$ cat src/rtl/id_ex_stage_pkg.sv
// Shared types and constants for the ID/EX boundary: control bundle and bubble value.
package id_ex_stage_pkg;
  localparam int ALUC_W   = 4;
  localparam int REG_ZERO = 0;

  typedef struct packed {
    logic              wreg;
    logic              m2reg;
    logic              wmem;
    logic              aluimm;
    logic [ALUC_W-1:0] aluc;
  } ctrl_t;

  // A bubble carries no side effects and all-zero payload so it is deterministic.
  localparam ctrl_t CTRL_BUBBLE = '0;
endpackage

$ cat src/rtl/id_ex_stage_if.sv
// ID/EX bus: decoded ID inputs, EX/MEM/WB forwarding taps, registered EX outputs.
interface id_ex_stage_if
  import id_ex_stage_pkg::*;
#(
  parameter int DW = 32,
  parameter int AW = 5,
  parameter int CW = 16
) ();
  logic              d_valid;
  logic [AW-1:0]     d_rs, d_rt, d_wn;
  logic              d_use_rs, d_use_rt;
  logic [DW-1:0]     d_qa, d_qb, d_imm;
  logic              d_wreg, d_m2reg, d_wmem, d_aluimm;
  logic [ALUC_W-1:0] d_aluc;
  logic [AW-1:0]     ex_wn, mem_wn, wb_wn;
  logic              ex_wreg, ex_m2reg, mem_wreg, mem_m2reg, wb_we;
  logic [DW-1:0]     ex_alu, mem_alu, mem_dmo, wb_d;
  logic              flush;
  logic              stall;
  logic              e_valid, e_wreg, e_m2reg, e_wmem, e_aluimm;
  logic [ALUC_W-1:0] e_aluc;
  logic [AW-1:0]     e_wn;
  logic [DW-1:0]     e_a, e_b, e_imm;
  logic [CW-1:0]     stall_cnt;

  modport master (
    output d_valid, d_rs, d_rt, d_wn, d_use_rs, d_use_rt, d_qa, d_qb, d_imm,
           d_wreg, d_m2reg, d_wmem, d_aluimm, d_aluc,
           ex_wn, ex_wreg, ex_m2reg, ex_alu, mem_wn, mem_wreg, mem_m2reg,
           mem_alu, mem_dmo, wb_wn, wb_we, wb_d, flush,
    input  stall, e_valid, e_wreg, e_m2reg, e_wmem, e_aluimm, e_aluc, e_wn,
           e_a, e_b, e_imm, stall_cnt
  );

  modport slave (
    input  d_valid, d_rs, d_rt, d_wn, d_use_rs, d_use_rt, d_qa, d_qb, d_imm,
           d_wreg, d_m2reg, d_wmem, d_aluimm, d_aluc,
           ex_wn, ex_wreg, ex_m2reg, ex_alu, mem_wn, mem_wreg, mem_m2reg,
           mem_alu, mem_dmo, wb_wn, wb_we, wb_d, flush,
    output stall, e_valid, e_wreg, e_m2reg, e_wmem, e_aluimm, e_aluc, e_wn,
           e_a, e_b, e_imm, stall_cnt
  );
endinterface

$ cat src/rtl/id_ex_stage_fwd_mux.sv
// Per-operand source select: r0, EX, MEM, WB forward, else register file data.
module id_ex_stage_fwd_mux
  import id_ex_stage_pkg::*;
#(
  parameter int DW = 32,
  parameter int AW = 5
) (
  input  logic [AW-1:0] i_rn,
  input  logic [DW-1:0] i_q,
  input  logic [AW-1:0] i_ex_wn,
  input  logic          i_ex_wreg,
  input  logic          i_ex_m2reg,
  input  logic [DW-1:0] i_ex_alu,
  input  logic [AW-1:0] i_mem_wn,
  input  logic          i_mem_wreg,
  input  logic          i_mem_m2reg,
  input  logic [DW-1:0] i_mem_alu,
  input  logic [DW-1:0] i_mem_dmo,
  input  logic [AW-1:0] i_wb_wn,
  input  logic          i_wb_we,
  input  logic [DW-1:0] i_wb_d,
  output logic [DW-1:0] o_d
);
  logic w_zero, w_ex_hit, w_mem_hit, w_wb_hit;

  assign w_zero    = (i_rn == AW'(REG_ZERO));
  // A load in EX has no data yet; that case is covered by the stall instead.
  assign w_ex_hit  = i_ex_wreg & ~i_ex_m2reg & (i_ex_wn == i_rn);
  assign w_mem_hit = i_mem_wreg & (i_mem_wn == i_rn);
  // Regfile writes on the same edge, so its read data lags WB by a cycle.
  assign w_wb_hit  = i_wb_we & (i_wb_wn == i_rn);

  always_comb begin
    o_d = i_q;
    if (w_zero)         o_d = '0;
    else if (w_ex_hit)  o_d = i_ex_alu;
    else if (w_mem_hit) o_d = i_mem_m2reg ? i_mem_dmo : i_mem_alu;
    else if (w_wb_hit)  o_d = i_wb_d;
  end
endmodule

$ cat src/rtl/id_ex_stage.sv
// ID/EX pipeline register with operand forwarding, load-use stall and flush bubbles.
module id_ex_stage
  import id_ex_stage_pkg::*;
#(
  parameter int DW = 32,
  parameter int AW = 5,
  parameter int CW = 16
) (
  input logic         clk,
  input logic         clr,
  id_ex_stage_if.slave bus
);
  logic [DW-1:0] w_a, w_b;
  logic          w_hazard, w_stall, w_bubble;
  ctrl_t         w_dctrl;

  logic          r_valid;
  ctrl_t         r_ctrl;
  logic [AW-1:0] r_wn;
  logic [DW-1:0] r_a, r_b, r_imm;
  logic [CW-1:0] r_stall_cnt;

  id_ex_stage_fwd_mux #(.DW(DW), .AW(AW)) u_fwd_a (
    .i_rn(bus.d_rs), .i_q(bus.d_qa),
    .i_ex_wn(bus.ex_wn), .i_ex_wreg(bus.ex_wreg), .i_ex_m2reg(bus.ex_m2reg),
    .i_ex_alu(bus.ex_alu),
    .i_mem_wn(bus.mem_wn), .i_mem_wreg(bus.mem_wreg), .i_mem_m2reg(bus.mem_m2reg),
    .i_mem_alu(bus.mem_alu), .i_mem_dmo(bus.mem_dmo),
    .i_wb_wn(bus.wb_wn), .i_wb_we(bus.wb_we), .i_wb_d(bus.wb_d),
    .o_d(w_a)
  );

  id_ex_stage_fwd_mux #(.DW(DW), .AW(AW)) u_fwd_b (
    .i_rn(bus.d_rt), .i_q(bus.d_qb),
    .i_ex_wn(bus.ex_wn), .i_ex_wreg(bus.ex_wreg), .i_ex_m2reg(bus.ex_m2reg),
    .i_ex_alu(bus.ex_alu),
    .i_mem_wn(bus.mem_wn), .i_mem_wreg(bus.mem_wreg), .i_mem_m2reg(bus.mem_m2reg),
    .i_mem_alu(bus.mem_alu), .i_mem_dmo(bus.mem_dmo),
    .i_wb_wn(bus.wb_wn), .i_wb_we(bus.wb_we), .i_wb_d(bus.wb_d),
    .o_d(w_b)
  );

  // One stall cycle suffices: next cycle the load sits in MEM and forwards mem_dmo.
  assign w_hazard = bus.ex_wreg & bus.ex_m2reg & (bus.ex_wn != AW'(REG_ZERO)) &
                    ((bus.d_use_rs & (bus.ex_wn == bus.d_rs)) |
                     (bus.d_use_rt & (bus.ex_wn == bus.d_rt)));
  assign w_stall  = bus.d_valid & ~bus.flush & ~clr & w_hazard;
  assign w_bubble = bus.flush | w_stall | ~bus.d_valid;

  assign w_dctrl.wreg   = bus.d_wreg;
  assign w_dctrl.m2reg  = bus.d_m2reg;
  assign w_dctrl.wmem   = bus.d_wmem;
  assign w_dctrl.aluimm = bus.d_aluimm;
  assign w_dctrl.aluc   = bus.d_aluc;

  always_ff @(posedge clk) begin
    if (clr) begin
      r_valid     <= 1'b0;
      r_ctrl      <= CTRL_BUBBLE;
      r_wn        <= '0;
      r_a         <= '0;
      r_b         <= '0;
      r_imm       <= '0;
      r_stall_cnt <= '0;
    end else begin
      if (w_bubble) begin
        r_valid <= 1'b0;
        r_ctrl  <= CTRL_BUBBLE;
        r_wn    <= '0;
        r_a     <= '0;
        r_b     <= '0;
        r_imm   <= '0;
      end else begin
        r_valid <= 1'b1;
        r_ctrl  <= w_dctrl;
        r_wn    <= bus.d_wn;
        r_a     <= w_a;
        r_b     <= w_b;
        r_imm   <= bus.d_imm;
      end
      if (w_stall && (r_stall_cnt != {CW{1'b1}}))
        r_stall_cnt <= r_stall_cnt + CW'(1);
    end
  end

  assign bus.stall     = w_stall;
  assign bus.e_valid   = r_valid;
  assign bus.e_wreg    = r_ctrl.wreg;
  assign bus.e_m2reg   = r_ctrl.m2reg;
  assign bus.e_wmem    = r_ctrl.wmem;
  assign bus.e_aluimm  = r_ctrl.aluimm;
  assign bus.e_aluc    = r_ctrl.aluc;
  assign bus.e_wn      = r_wn;
  assign bus.e_a       = r_a;
  assign bus.e_b       = r_b;
  assign bus.e_imm     = r_imm;
  assign bus.stall_cnt = r_stall_cnt;
endmodule
$ cat src/flat_wrapper.sv
// flat-port wrapper written by rule: the top's interface ports become plain ports
module id_ex_stage_flat import id_ex_stage_pkg::*;
#(
  parameter int DW = 32,
  parameter int AW = 5,
  parameter int CW = 16
)
  (clk, clr, bus_d_valid, bus_d_rs, bus_d_rt, bus_d_wn, bus_d_use_rs, bus_d_use_rt, bus_d_qa, bus_d_qb, bus_d_imm, bus_d_wreg, bus_d_m2reg, bus_d_wmem, bus_d_aluimm, bus_d_aluc, bus_ex_wn, bus_ex_wreg, bus_ex_m2reg, bus_ex_alu, bus_mem_wn, bus_mem_wreg, bus_mem_m2reg, bus_mem_alu, bus_mem_dmo, bus_wb_wn, bus_wb_we, bus_wb_d, bus_flush, bus_stall, bus_e_valid, bus_e_wreg, bus_e_m2reg, bus_e_wmem, bus_e_aluimm, bus_e_aluc, bus_e_wn, bus_e_a, bus_e_b, bus_e_imm, bus_stall_cnt);
  id_ex_stage_if #(.DW(DW), .AW(AW), .CW(CW)) bus_i ();
  input logic clk;
  input logic clr;
  input wire logic [$bits(bus_i.d_valid)-1:0] bus_d_valid;
  input wire logic [$bits(bus_i.d_rs)-1:0] bus_d_rs;
  input wire logic [$bits(bus_i.d_rt)-1:0] bus_d_rt;
  input wire logic [$bits(bus_i.d_wn)-1:0] bus_d_wn;
  input wire logic [$bits(bus_i.d_use_rs)-1:0] bus_d_use_rs;
  input wire logic [$bits(bus_i.d_use_rt)-1:0] bus_d_use_rt;
  input wire logic [$bits(bus_i.d_qa)-1:0] bus_d_qa;
  input wire logic [$bits(bus_i.d_qb)-1:0] bus_d_qb;
  input wire logic [$bits(bus_i.d_imm)-1:0] bus_d_imm;
  input wire logic [$bits(bus_i.d_wreg)-1:0] bus_d_wreg;
  input wire logic [$bits(bus_i.d_m2reg)-1:0] bus_d_m2reg;
  input wire logic [$bits(bus_i.d_wmem)-1:0] bus_d_wmem;
  input wire logic [$bits(bus_i.d_aluimm)-1:0] bus_d_aluimm;
  input wire logic [$bits(bus_i.d_aluc)-1:0] bus_d_aluc;
  input wire logic [$bits(bus_i.ex_wn)-1:0] bus_ex_wn;
  input wire logic [$bits(bus_i.ex_wreg)-1:0] bus_ex_wreg;
  input wire logic [$bits(bus_i.ex_m2reg)-1:0] bus_ex_m2reg;
  input wire logic [$bits(bus_i.ex_alu)-1:0] bus_ex_alu;
  input wire logic [$bits(bus_i.mem_wn)-1:0] bus_mem_wn;
  input wire logic [$bits(bus_i.mem_wreg)-1:0] bus_mem_wreg;
  input wire logic [$bits(bus_i.mem_m2reg)-1:0] bus_mem_m2reg;
  input wire logic [$bits(bus_i.mem_alu)-1:0] bus_mem_alu;
  input wire logic [$bits(bus_i.mem_dmo)-1:0] bus_mem_dmo;
  input wire logic [$bits(bus_i.wb_wn)-1:0] bus_wb_wn;
  input wire logic [$bits(bus_i.wb_we)-1:0] bus_wb_we;
  input wire logic [$bits(bus_i.wb_d)-1:0] bus_wb_d;
  input wire logic [$bits(bus_i.flush)-1:0] bus_flush;
  output wire logic [$bits(bus_i.stall)-1:0] bus_stall;
  output wire logic [$bits(bus_i.e_valid)-1:0] bus_e_valid;
  output wire logic [$bits(bus_i.e_wreg)-1:0] bus_e_wreg;
  output wire logic [$bits(bus_i.e_m2reg)-1:0] bus_e_m2reg;
  output wire logic [$bits(bus_i.e_wmem)-1:0] bus_e_wmem;
  output wire logic [$bits(bus_i.e_aluimm)-1:0] bus_e_aluimm;
  output wire logic [$bits(bus_i.e_aluc)-1:0] bus_e_aluc;
  output wire logic [$bits(bus_i.e_wn)-1:0] bus_e_wn;
  output wire logic [$bits(bus_i.e_a)-1:0] bus_e_a;
  output wire logic [$bits(bus_i.e_b)-1:0] bus_e_b;
  output wire logic [$bits(bus_i.e_imm)-1:0] bus_e_imm;
  output wire logic [$bits(bus_i.stall_cnt)-1:0] bus_stall_cnt;
  assign bus_i.d_valid = bus_d_valid;
  assign bus_i.d_rs = bus_d_rs;
  assign bus_i.d_rt = bus_d_rt;
  assign bus_i.d_wn = bus_d_wn;
  assign bus_i.d_use_rs = bus_d_use_rs;
  assign bus_i.d_use_rt = bus_d_use_rt;
  assign bus_i.d_qa = bus_d_qa;
  assign bus_i.d_qb = bus_d_qb;
  assign bus_i.d_imm = bus_d_imm;
  assign bus_i.d_wreg = bus_d_wreg;
  assign bus_i.d_m2reg = bus_d_m2reg;
  assign bus_i.d_wmem = bus_d_wmem;
  assign bus_i.d_aluimm = bus_d_aluimm;
  assign bus_i.d_aluc = bus_d_aluc;
  assign bus_i.ex_wn = bus_ex_wn;
  assign bus_i.ex_wreg = bus_ex_wreg;
  assign bus_i.ex_m2reg = bus_ex_m2reg;
  assign bus_i.ex_alu = bus_ex_alu;
  assign bus_i.mem_wn = bus_mem_wn;
  assign bus_i.mem_wreg = bus_mem_wreg;
  assign bus_i.mem_m2reg = bus_mem_m2reg;
  assign bus_i.mem_alu = bus_mem_alu;
  assign bus_i.mem_dmo = bus_mem_dmo;
  assign bus_i.wb_wn = bus_wb_wn;
  assign bus_i.wb_we = bus_wb_we;
  assign bus_i.wb_d = bus_wb_d;
  assign bus_i.flush = bus_flush;
  assign bus_stall = bus_i.stall;
  assign bus_e_valid = bus_i.e_valid;
  assign bus_e_wreg = bus_i.e_wreg;
  assign bus_e_m2reg = bus_i.e_m2reg;
  assign bus_e_wmem = bus_i.e_wmem;
  assign bus_e_aluimm = bus_i.e_aluimm;
  assign bus_e_aluc = bus_i.e_aluc;
  assign bus_e_wn = bus_i.e_wn;
  assign bus_e_a = bus_i.e_a;
  assign bus_e_b = bus_i.e_b;
  assign bus_e_imm = bus_i.e_imm;
  assign bus_stall_cnt = bus_i.stall_cnt;
  id_ex_stage #(.DW(DW), .AW(AW), .CW(CW)) u_core (.clk(clk), .clr(clr), .bus(bus_i));
endmodule
$ cat config.mk
export PLATFORM = sky130hd
export DESIGN_NAME = id_ex_stage_flat
export DESIGN_NICKNAME = d
export VERILOG_FILES = /design/src/rtl/id_ex_stage_pkg.sv /design/src/rtl/id_ex_stage_if.sv /design/src/rtl/id_ex_stage_fwd_mux.sv /design/src/rtl/id_ex_stage.sv /design/src/flat_wrapper.sv
export SDC_FILE = /design/constraint.sdc
export NUM_CORES = 1
export LEC_CHECK = 0
export BUFFER_PORTS_ARGS = -buffer_cell sky130_fd_sc_hd__buf_2
export CAP_MARGIN = 40
export CORE_AREA = 2 2 157 159
export CTS_CLUSTER_SIZE = 24
export DETAILED_ROUTE_END_ITERATION = 10
export DIE_AREA = 0 0 159 161
export PLACE_DENSITY = 0.54
export SLEW_MARGIN = 0
export SYNTH_ARGS = -nofsm -noshare
export SYNTH_HDL_FRONTEND = slang
export SYNTH_SLANG_ARGS = --single-unit
$ cat constraint.sdc
create_clock -name clk -period 3.3 [get_ports clk]
set_input_delay 0.66 -clock clk [delete_from_list [all_inputs] [get_ports clk]]
set_output_delay 0.66 -clock clk [all_outputs]
set_load 0.05 [all_outputs]
Word-level counts from Yosys, hierarchy flattened
Index checks and enable logic that the tools add are counted.
Widths: inputs -> output; s select.
{ "totals": {"latch_bits": 0, "elab_cells": 56, "romBits": 0, "out_inout_bits": 127, "register_bits": 126, "inputBits": 273, "ramBits": 0, "memories": 0} }
{ "classes": {"n_mul": 0, "reduce_logical": 7, "n_addsub": 1, "n_mux": 8, "shift": 0, "n_lt_le_gt_ge": 0, "bitwise_logic": 22, "eq_ne": 7, "div_mod_pow": 0} }
{ "ops": {"columns": ["op", "count"], "rows": [
  ["$mux 32", 7],
  ["$eq 5x5->1", 6],
  ["$add 16x1->16 const B", 1],
  ["$ne 16x16->1 const B", 1],
  ["$and 1x1->1", 15],
  ["$logic_not 5->1", 2],
  ["$reduce_or 3->1", 2],
  ["$reduce_bool 5->1", 1],
  ["$not 1->1", 4],
  ["$or 1x1->1", 3],
  ["$reduce_or 2->1", 1],
  ["$logic_and 1x1->1", 1],
  ["$mux 1", 1]
]} }

Depth between registers and ports, before layout
Gate-level depths: netlist of the first run.
{ "depth": {"ltp_word": 8, "ltp_mapped": 8, "mapped_depth_nobuf": 5} }

Modules after synthesis
Synthesis of the first run repeated with hierarchy kept, for this count alone.
{ "unflattened": {"hier_cells": 783, "area_unflattened_um2": 7521.0} }
{ "modules_own_cells": {"columns": ["mod", "area_each_um2", "n_inst", "cells_per_inst", "seq_area_each_um2"], "rows": [
  ["id_ex_stage", 3957.5, 1, 357, 2522.4],
  ["id_ex_stage_fwd_mux", 1781.7, 2, 213, 0.0]
]} }

Worst setup path before layout of the first run
No wires, ideal clock.
{ "synth_path": {"kind": "input -> output", "start": "input bus_ex_wn[1]", "end": "output bus_stall", "n_path_buf": 3, "path_slack_ps": 461, "arrival_time_ps": 2179, "cell_stages": 7, "required_ps": 2640, "path_cell_list": "xnor2_1 -> nand3_1 -> o22a_1 -> buf_6 -> buf_8 -> buf_6 -> nor2_1"} }
{ "synth_via": {"elab_chain_len": 5, "word_cells_on_any_way": 9, "cone_classes": "2 x eq/ne; 6 x bitwise; 1 x reduce/logical"} }
{ "synth_lines": {"columns": ["element", "line", "rtl"], "rows": [
  ["start, declared", "flat_wrapper.sv:26", "input wire logic [$bits(bus_i.ex_wn)-1:0] bus_ex_wn;"],
  ["$eq 5x5->1, on equally long branches", "id_ex_stage.sv:45, id_ex_stage.sv:46", null],
  ["$and 1x1->1, on equally long branches", "id_ex_stage.sv:45, id_ex_stage.sv:46", null],
  ["$or 1x1->1", "id_ex_stage.sv:45", "((bus.d_use_rs & (bus.ex_wn == bus.d_rs)) |"],
  ["$and 1x1->1 *", "id_ex_stage.sv:44", "assign w_hazard = bus.ex_wreg & bus.ex_m2reg & (bus.ex_wn != AW'(REG_ZERO)) &"],
  ["$and 1x1->1 *", "id_ex_stage.sv:47", "assign w_stall = bus.d_valid & ~bus.flush & ~clr & w_hazard;"],
  ["end, declared", "flat_wrapper.sv:39", "output wire logic [$bits(bus_i.stall)-1:0] bus_stall;"]
]} }
Every way passes the cells marked *; elsewhere a longest branch is shown, timed or not.

Final worst setup path of the first run
Same ends and word-level chain as after synthesis.

==> results of run 1 <==
==> sequential cells by signal (all words and copies together) (netlist names) <==
signal,flops
u_core.bus.e_m2reg,1
u_core.bus.stall_cnt,16
u_core.bus.e_aluimm,1
u_core.bus.e_imm,32
u_core.bus.e_wmem,1
u_core.bus.e_wn,5
u_core.bus.e_wreg,1
u_core.bus.e_aluc,4
u_core.bus.e_a,32
u_core.bus.e_b,32
u_core.bus.e_valid,1
==> worst max-delay path: cells and delay by family <==
kind,cells,cell delay (ps)
AND/OR/NAND/NOR,3,840
buffers and inverters,2,340
AO/OA/AOI/OAI,1,280
==> cell families (layout without fill, tap and decap cells) <==
logic type,after synthesis,after routing
adder cells (fa/ha/maj),1,1
buffers and inverters,56,457
XOR/XNOR,30,30
other,0,1
multiplexers,166,166
AO/OA/AOI/OAI,96,96
flip-flops,126,126
AND/OR/NAND/NOR,189,189
==> cell usage in the layout (no fill, tap or decap), drive strengths merged <==
cell type,Yosys,final
clkbuf,30,17
or4,7,7
inv,2,11
and4,3,3
dfxtp,126,126
nor3,3,3
nand4b,2,2
and2,48,48
clkinvlp,0,4
o21ai,7,7
a211oi,64,64
nand4,4,4
buf,24,423
nor2,11,11
nor4,10,10
mux2,6,6
xnor2,14,14
or3,4,4
xor2,16,16
nor2b,7,7
o211a,1,1
clkinv,0,2
a21boi,2,2
nor3b,1,1
o22a,1,1
o21a,1,1
a21oi,10,10
o211ai,2,2
o311ai,2,2
and3,4,4
or3b,1,1
o31ai,5,5
nand3,78,78
diode,0,1
o2111ai,1,1
ha,1,1
mux2i,160,160
nand2,6,6
==> Yosys cell counts (2+ instances only) <==
master    number  share of area
clkbuf_2       3         0.0023
nand3_1       78          0.059
o311ai_0       2         0.0027
o21ai_0        4         0.0030
mux2i_1      160           0.24
xor2_1        16          0.021
nand4_1        3         0.0029
buf_4          3         0.0034
buf_6          3         0.0051
nor2_1        11         0.0063
xnor2_1       14          0.019
a211oi_1      64          0.073
inv_1          2         0.0011
and2_1        47          0.045
a21boi_1       2         0.0023
and3_1         3         0.0029
mux2_2         6          0.010
nor4_1         8         0.0076
dfxtp_1      126           0.38
and4_4         2         0.0034
nor4_2         2         0.0038
or4_1          6         0.0068
a21oi_1       10         0.0076
nor2b_1        7         0.0067
or3_1          4         0.0038
o31ai_1        5         0.0057
nand2_1        5         0.0029
o21ai_1        3         0.0023
clkbuf_1      26          0.015
buf_2         17          0.013
nor3_1         3         0.0023
==> layout make-up <==
cell class / instances / area (um^2)
Antenna cell: 1 / 2.50
Clock buffer: 17 / 425
Clock inverter: 15 / 146
Fill cell: 2515 / 14400
Inverter: 2 / 7.51
Multi-Input combinational cell: 482 / 3840
Sequential cell: 126 / 2520
Tap cell: 324 / 405
Timing Repair Buffer: 423 / 2230
==> routing by layer <==
metal,vias to the layer above,routed length (um)
li1,3230,-
met1,3157,11100
met2,366,13700
met3,34,2240
met4,0,556
met5,-,0
==> where the power goes <==
group	switching [mW]	internal, mW	leakage, nW
clock network	0.859	1.00	0.269
logic	0.435	0.257	3.48
registers	0.00872	1.56	1.02
==> final timing paths <==
kind,end,slack (ps),cells past startpoint
max,bus_stall,510,6
min,u_core.bus.e_aluimm,430,2
max reg2reg,u_core.bus.stall_cnt[14],1260,5
min reg2reg,u_core.bus.stall_cnt[9],530,2
==> impl_metrics.toml, run 1 <==
[run_status]
status = "finished clean"

[routing]
first_pass_iters = 5
routed_wirelength_um = 27600
drtIter0Drc = 297
vias = 6787
ant_nets = 0
drc = 0
wl_per_cell_um = 19.8
vias_per_cell = 4.88

[clocking]
postCtsResizedCells = 0
cts_inserted_buffers = 17
hold_buffers = 0
cts_tree = "built"
clock_sinks = 126
clock_path_buffers = 2
worstSkewPairLatency_ps = 420
ctsHtreeMaxLevel = 4
clkTransAtPathRegs_ps = 70
postCtsSetupRepairBufs = 0
cts_root_buf = "clkbuf_16"

[floorplanning]
die_y_um = 161
dieWidth_um = 159
die_area_um2 = 25600
num_rows = 57
core-area_um2 = 24000
initial_core_util = 0.275
boundaryPins = 400

[grt]
antenna_found_initial = 2
met2_usage = 0.369
grt_start_max_net_pins = 47
grt.total_usage = 0.210
first_global_vias = 7063
grtUsageMet1 = 0.246
grt_pass1_wl_um = 41200
busiest_layer = "met2"
gr-usage-met3 = 0.0593
overflow = 0

[timing]
grt_setup_unrepaired = "no"
period_needed_ps = 2790
fin_skew_ps = 7.40
max_freq_mhz = 358
tns_ps = 0
slew_violations = 0
period_share = 0.847
finalSetupViolCount = 0
tightest_slew_ps = 663
fin_ws_ps = 506
slew_headroom = 0.558
whs_ps = 429
final_hold_viol_count = 0

[worst_hold_path]
hp-start = "bus_d_aluimm"
hold_path.class = "in -> reg"

[setup_path]
r2r_start = "u_core.bus.stall_cnt[0]"
cp-end-kind = "primary output"
worstPathRequired_ps = 2640
cp_cell_sequence = "buf_2 -> or4_4 -> o211a_4 -> nand2_2 -> nor2_1 -> buf_2"
cp_slowest_stage_delay_ps = 570
crit_start = "bus_ex_wn[1]"
crit_slowest_cell = "or4_4"
cp.arrival_ps = 2130
crit_type = "in -> out"
path_max_fanout = 12
start_kind = "primary input"
cp_common_cell = "buf_2"

[power_and_ir_drop]
max-vdd-ir-drop_uv = 255
p_total_mw = 4.12
p_leak_nw = 4.77
pwr_density_cell_nw_per_um2 = 430

[synth]
synth_flop_cell = "dfxtp_1"
async_flop_share = 0
synth_compound_area_frac = 0.107
ys_ff_latch = 126
syn-instance-count = 664
synth_area_um2 = 6580
ys_warn_count = 0
synth_simple_gate_area_frac = 0.170
synthMuxAreaShare = 0.254
synth_edf_count = 0
synthAdderAreaFrac = 0.00190
ys_types = 50
syn_avg_cell_area_um2 = 9.91
synth_xor_area_frac = 0.0399
synth_top_family_by_area = "multiplexers"
seq_area_frac_synth = 0.383
syn-num-nets = 938

[place]
hpwlAfterDp_um = 20100
dp_slack_ps = 517
dp.cells = 1357
port_buffers = 399
gp_routability_congestion = 0.886
dpl_cell_area_um2 = 9010

[finish]
utilization = 0.400
drive_gt1_frac = 0.454
syn_to_final_growth_pct = 45.6
stdcell_area_um2 = 9580
final_cells = 1390
nNetsFinal = 1326

[flow_run]
maxCapViolations = 0
Power figures use the tool's default switching activity.
==> run 2: changes to the inputs <==
- ABC_AREA: not set -> 1
- CORE_AREA: 2 2 157 159 -> 2 2 155 157
- DIE_AREA: 0 0 159 161 -> 0 0 157 159
- PLACE_DENSITY: 0.54 -> 0.61
- clock period: 3.3 -> 2.5 ns (I/O delays scaled with it)
==> run 2 against run 1 <==
Against the previous run:
- setup slack worse by 300 ps
- area after synthesis up 10%
- design area up 6.7%
- largest cell class unchanged
- critical endpoint unchanged
- first-iteration DRC count up 37%
- critical path type unchanged
- clock power up 41%
- routed wire length down 1.6%
- combinational power up 42%
- highest routed layer is now met5
- sequential share of layout area down 1.7 points
- critical path depth up 3
- sequential cell count unchanged
- synthesized cell count up 76%
- die area down 2.5%
==> impl_metrics.toml, run 2 <==
[finish]
drive_gt1_frac = 0.310
layout_commonest_cell = "buf_2"
fillers = 2459
final_cells = 1894
nNetsFinal = 1828
multiInputGateArea_um2 = 3720
stdcell_area_um2 = 10200
regArea_um2 = 2520
final_cell_mix = "buf_2 (399), nand2_1 (333), nor2_1 (267)"
syn_to_final_growth_pct = 41.0

[timing]
max_freq_mhz = 436
final_hold_viol_count = 0
tns_ps = 0
tightest_slew_ps = 525
grt_setup_unrepaired = "no"
fin_skew_ps = 6.89
period_needed_ps = 2290
slew_headroom = 0.650
finalSetupViolCount = 0
slew_violations = 0
period_share = 0.918

[synth]
synth_top_area_frac = 0.348
synth_area_um2 = 7250
synth_top_cells_by_area = "dfxtp_1 (35%), nand2_1 (17%), nor2_1 (14%), inv_1 (9.9%), o211ai_1 (6.6%)"
ys_ff_latch = 126
ys_types = 32
async_flop_share = 0
syn-num-nets = 1444
seq_area_frac_synth = 0.348
synth_edf_count = 0
syn_avg_cell_area_um2 = 6.20
synth_common_cells = "nand2_1 (333), nor2_1 (267), inv_1 (192)"
ys_warn_count = 0
syn-instance-count = 1170
synth_area_leader_cell = "dfxtp_1"
synth_flop_cell = "dfxtp_1"
yosysMostFrequentCell = "nand2_1"

[clocking]
cts_root_buf = "clkbuf_16"
clock_path_buffers = 2
worstSkewPairLatency_ps = 420
postCtsSetupRepairBufs = 0
clkTransAtPathRegs_ps = 70
postCtsResizedCells = 0
ctsHtreeMaxLevel = 4
clock_sinks = 126
hold_buffers = 0
cts_inserted_buffers = 17
cts_tree = "built"

[worst_hold_path]
worstHoldEndpoint = "u_core.bus.e_imm[26]"
hp-start = "bus_d_imm[26]"
min_delay_path_depth = 3
hold_path.class = "in -> reg"

[floorplanning]
die_y_um = 159
initial_core_util = 0.313
boundaryPins = 400
num_rows = 56
die_area_um2 = 25000
core-area_um2 = 23200
dieWidth_um = 157

[setup_path]
cp.arrival_ps = 1790
start_kind = "primary input"
cp_cell_sequence = "buf_2 -> inv_1 -> o21ai_0 -> nor2_1 -> nand4_2 -> nand2_4 -> nand3_1 -> inv_1 -> buf_2"
rrSetupSlack_ps = 680
path_max_fanout = 10
r2r_end = "u_core.bus.stall_cnt[1]"
crit_type = "in -> out"
worstPathRequired_ps = 2000
worst-path-buf-inv = 4
crit_slowest_cell = "buf_2"
cp-end-kind = "primary output"
cpLargestDelayFamily = "simple AND/OR/NAND/NOR gates"
cp_slowest_stage_delay_ps = 250
worst_r2r_path_depth = 8
r2r_start = "u_core.bus.stall_cnt[0]"

[place]
hpwlAfterDp_um = 20900
dp.cells = 1854
port_buffers = 399
gp_routability_congestion = 0.894
dpl_cell_area_um2 = 9590

[grt]
antenna_found_initial = 9
grt_pass1_wl_um = 41600
first_global_vias = 7918
grt_start_max_net_pins = 65
grt.total_usage = 0.214
overflow = 0

[routing]
vias = 8407
wl_per_cell_um = 14.3
first_pass_iters = 5
ant_nets = 0
drc = 0
vias_per_cell = 4.44
drtIter0Drc = 407
routed_wirelength_um = 27100

[power_and_ir_drop]
max-vdd-ir-drop_uv = 333
pwr_density_cell_nw_per_um2 = 556
p_leak_nw = 6.01

[run_status]
status = "finished clean"

[flow_run]
maxCapViolations = 0
-- run 2: cell types whose count changed after synthesis, sizes merged, moves of 64 or more --
cell	change
nand3	-64
nor2	+279
a211oi	-64
nand2	+330
mux2i	-128
inv	+193
-- run 2: layer usage --
metal	GRT usage	share of wire	vias up	wire length, um
met5	0	0.00048	-	13
met4	0.0788	0.020	2	530
met3	0.0539	0.080	34	2180
met2	0.377	0.49	362	13400
met1	0.248	0.41	3680	11000
li1	-	-	4329	-
-- run 2: metrics by stage --
stage | hold WS (ps) | util | setup slack [ps] | power [mW]
floorplan | 612 | - | 379 | 2.70
global placement | 515 | 0.413 | 226 | 3.10
detailed placement | 526 | 0.413 | 215 | 3.10
CTS | 266 | 0.440 | 208 | 5.77
global route | 270 | 0.441 | 30.8 | 5.98
finish | 281 | 0.441 | 205 | 5.69
-- run 2: worst max path at each step --
stage                      startpoint        end  slack [ps]  cells after the start
after floorplan           bus_d_rt[1]  bus_stall         380                      8
final                     bus_d_rt[1]  bus_stall         210                      9
after global routing      bus_d_rt[1]  bus_stall          30                      9
after detailed placement  bus_d_rt[1]  bus_stall         220                      9
after global placement    bus_d_rt[1]  bus_stall         230                      9
after CTS                 bus_d_rt[1]  bus_stall         210                      9
-- run 2: kinds of logic (layout without fill, tap and decap cells) --
family	Yosys count	in the layout	synth area share
adders and majority gates	1	1	0.00173
other	0	8	0
and+or+nand+nor	661	661	0.365
DFF	126	126	0.348
AOI/OAI and AO/OA	96	96	0.0933
muxes	32	32	0.0442
xor gates and xnor gates	5	5	0.00604
buffers and inverters	249	646	0.142
-- run 2: worst reg2reg max path, cell delays in order, from the launching register on --
cell and delay (ps):
dfxtp_1 400, ha_1 200, nand2_1 90, nor2_1 220, nand4_1 300, nand4_1 320
nand2_1 90, inv_1 60, nor2_1 40
-- run 2: where the power goes --
group          switching, mW  internal, mW
Combinational          0.619         0.362
Clock                   1.11          1.53
Sequential            0.0150          2.06
Total                   1.74          3.95
-- run 2: final cells by class --
type	count	share of cell area
antenna	8	0.00196
clock buffer	17	0.0416
clock inverter	15	0.0188
inverter	197	0.0726
multi-input combinational	795	0.364
sequential	126	0.247
tap	319	0.0390
timing repair buffer	417	0.216
==> run 3: changes to the inputs <==
- CORE_AREA: 2 2 155 157 -> 2 2 153 155
- DIE_AREA: 0 0 157 159 -> 0 0 155 157
- PLACE_DENSITY: 0.61 -> not set
- PLACE_DENSITY_LB_ADDON: not set -> 0.25
==> run 3 against run 2 <==
Against the previous run:
- clock skew grew 2.5 ps
- highest routed layer is now met4
- combinational power is essentially flat
- routed wire length shrank 0.83%
- via count shrank 0.12%
- design area shrank 0.66%
- clock power shrank 5%
- critical endpoint unchanged
- utilization grew 1.1 points
==> impl_metrics.toml, run 3 (same netlist as run 2, synthesis figures left out) <==
[power_and_ir_drop]
clkPwrFrac = 0.449
max-vdd-ir-drop_uv = 269
switching_power_mw = 1.70
switching_share = 0.307
p_total_mw = 5.55
p_leak_nw = 6.00
power_frac_seq = 0.374
pwr_density_cell_nw_per_um2 = 546
combPwrFrac = 0.177
internal_power_mw = 3.85

[setup_path]
r2r_start = "u_core.bus.stall_cnt[1]"
crit_start = "bus_d_rt[1]"
start_kind = "primary input"
crit_type = "in -> out"
worst-path-buf-inv = 4
crit_slowest_cell = "buf_2"
cp.arrival_ps = 1660
path_max_fanout = 6
cpLargestDelayFamily = "buffers and inverters"
cp-end-kind = "primary output"
cp_slowest_stage_delay_ps = 250
worstPathRequired_ps = 2000
cp_cell_sequence = "buf_2 -> inv_1 -> o21ai_0 -> nor2_1 -> nand4_2 -> nand2_4 -> nand3_1 -> inv_1 -> buf_2"

[run_status]
status = "finished clean"

[floorplanning]
dieWidth_um = 155
initial_core_util = 0.322
core-area_um2 = 22500
num_rows = 55
boundaryPins = 400
die_y_um = 157
die_area_um2 = 24300

[routing]
wl_per_cell_um = 14.5
drc = 0
first_pass_iters = 5
vias_per_cell = 4.52
vias = 8397
drtIter0Drc = 415
routed_wirelength_um = 26900
ant_nets = 0

[timing]
period_share = 0.862
finalSetupViolCount = 0
period_needed_ps = 2160
grt_setup_unrepaired = "no"
tns_ps = 0
fin_skew_ps = 9.38
max_freq_mhz = 464
tightest_slew_ps = 449
slew_headroom = 0.701
final_hold_viol_count = 0
slew_violations = 0

[clocking]
ctsHtreeMaxLevel = 4
clock_path_buffers = 2
postCtsSetupRepairBufs = 0
cts_inserted_buffers = 17
worstSkewPairLatency_ps = 410
hold_buffers = 0
clock_sinks = 126
cts_tree = "built"
cts_root_buf = "clkbuf_16"
postCtsResizedCells = 0
clkTransAtPathRegs_ps = 70

[finish]
nNetsFinal = 1829
utilization = 0.451
final_cell_mix = "buf_2 (399), nand2_1 (333), nor2_1 (267)"
syn_to_final_growth_pct = 40.1
drive_gt1_frac = 0.310
layout_commonest_cell = "buf_2"

[grt]
grt_pass1_wl_um = 40100
grt.total_usage = 0.213
first_global_vias = 7695
overflow = 0
antenna_found_initial = 5
grt_start_max_net_pins = 65

[worst_hold_path]
hp-start = "bus_d_imm[12]"
hold_path.class = "in -> reg"

[flow_run]
maxCapViolations = 0

[place]
port_buffers = 399
hpwlAfterDp_um = 20800
gp_routability_congestion = 0.859
-- run 3: cell count changes in the layout (fill, tap and decap cells not counted) --
cell / before / now
buf_4: 12 / 13
clkinvlp_4: 1 / 2
inv_8: 5 / 4
inv_6: 4 / 5
bufinv_16: 2 / 1
diode_2: 8 / 5
-- run 3: metrics by stage --
stage	worst slack [ps]	cells	cell area (um^2)	hold slack, ps
finish	344	1858	10200	290
global route	197	1858	10200	274
CTS	335	1853	10100	267
detailed placement	309	1821	9550	535
global placement	325	1821	9550	519
floorplan	379	1170	7250	612
-- run 3: power groups by stage --
stage / Clock [mW] / Combinational (mW) / Sequential, mW
floorplan: 0 / 0.394 / 2.31
global placement: 0 / 0.983 / 2.12
detailed placement: 0 / 0.986 / 2.12
CTS: 2.56 / 0.989 / 2.08
global route: 2.64 / 1.08 / 2.08
finish: 2.49 / 0.983 / 2.08
-- run 3: final timing paths --
kind | cells after the start | to | slack, ps
setup / recovery | 9 | bus_stall | 340
hold reg to reg | 2 | u_core.bus.stall_cnt[13] | 540
hold / removal | 3 | u_core.bus.e_imm[12] | 290
setup reg to reg | 10 | u_core.bus.stall_cnt[8] | 640
-- run 3: worst reg2reg max path, delay by kind of cell, from the launching register on --
kind	cells	cell delay [ps]
AND/OR/NAND/NOR	9	1150
flip-flops	1	400
adder cells (fa/ha/maj)	1	210
-- run 3: routing by layer --
metal	share of wire	global-route usage
met5	0	0
met4	0.023	0.0732
met3	0.073	0.0556
met2	0.49	0.376
met1	0.41	0.250
-- run 3: cell type report --
cell class | instances | area (um^2)
Multi-Input combinational cell | 795 | 3720
Clock inverter | 15 | 168
Clock buffer | 17 | 425
Sequential cell | 126 | 2520
Timing Repair Buffer | 418 | 2210
Tap cell | 285 | 357
Fill cell | 2413 | 12300
Antenna cell | 5 | 12.5
Inverter | 197 | 742
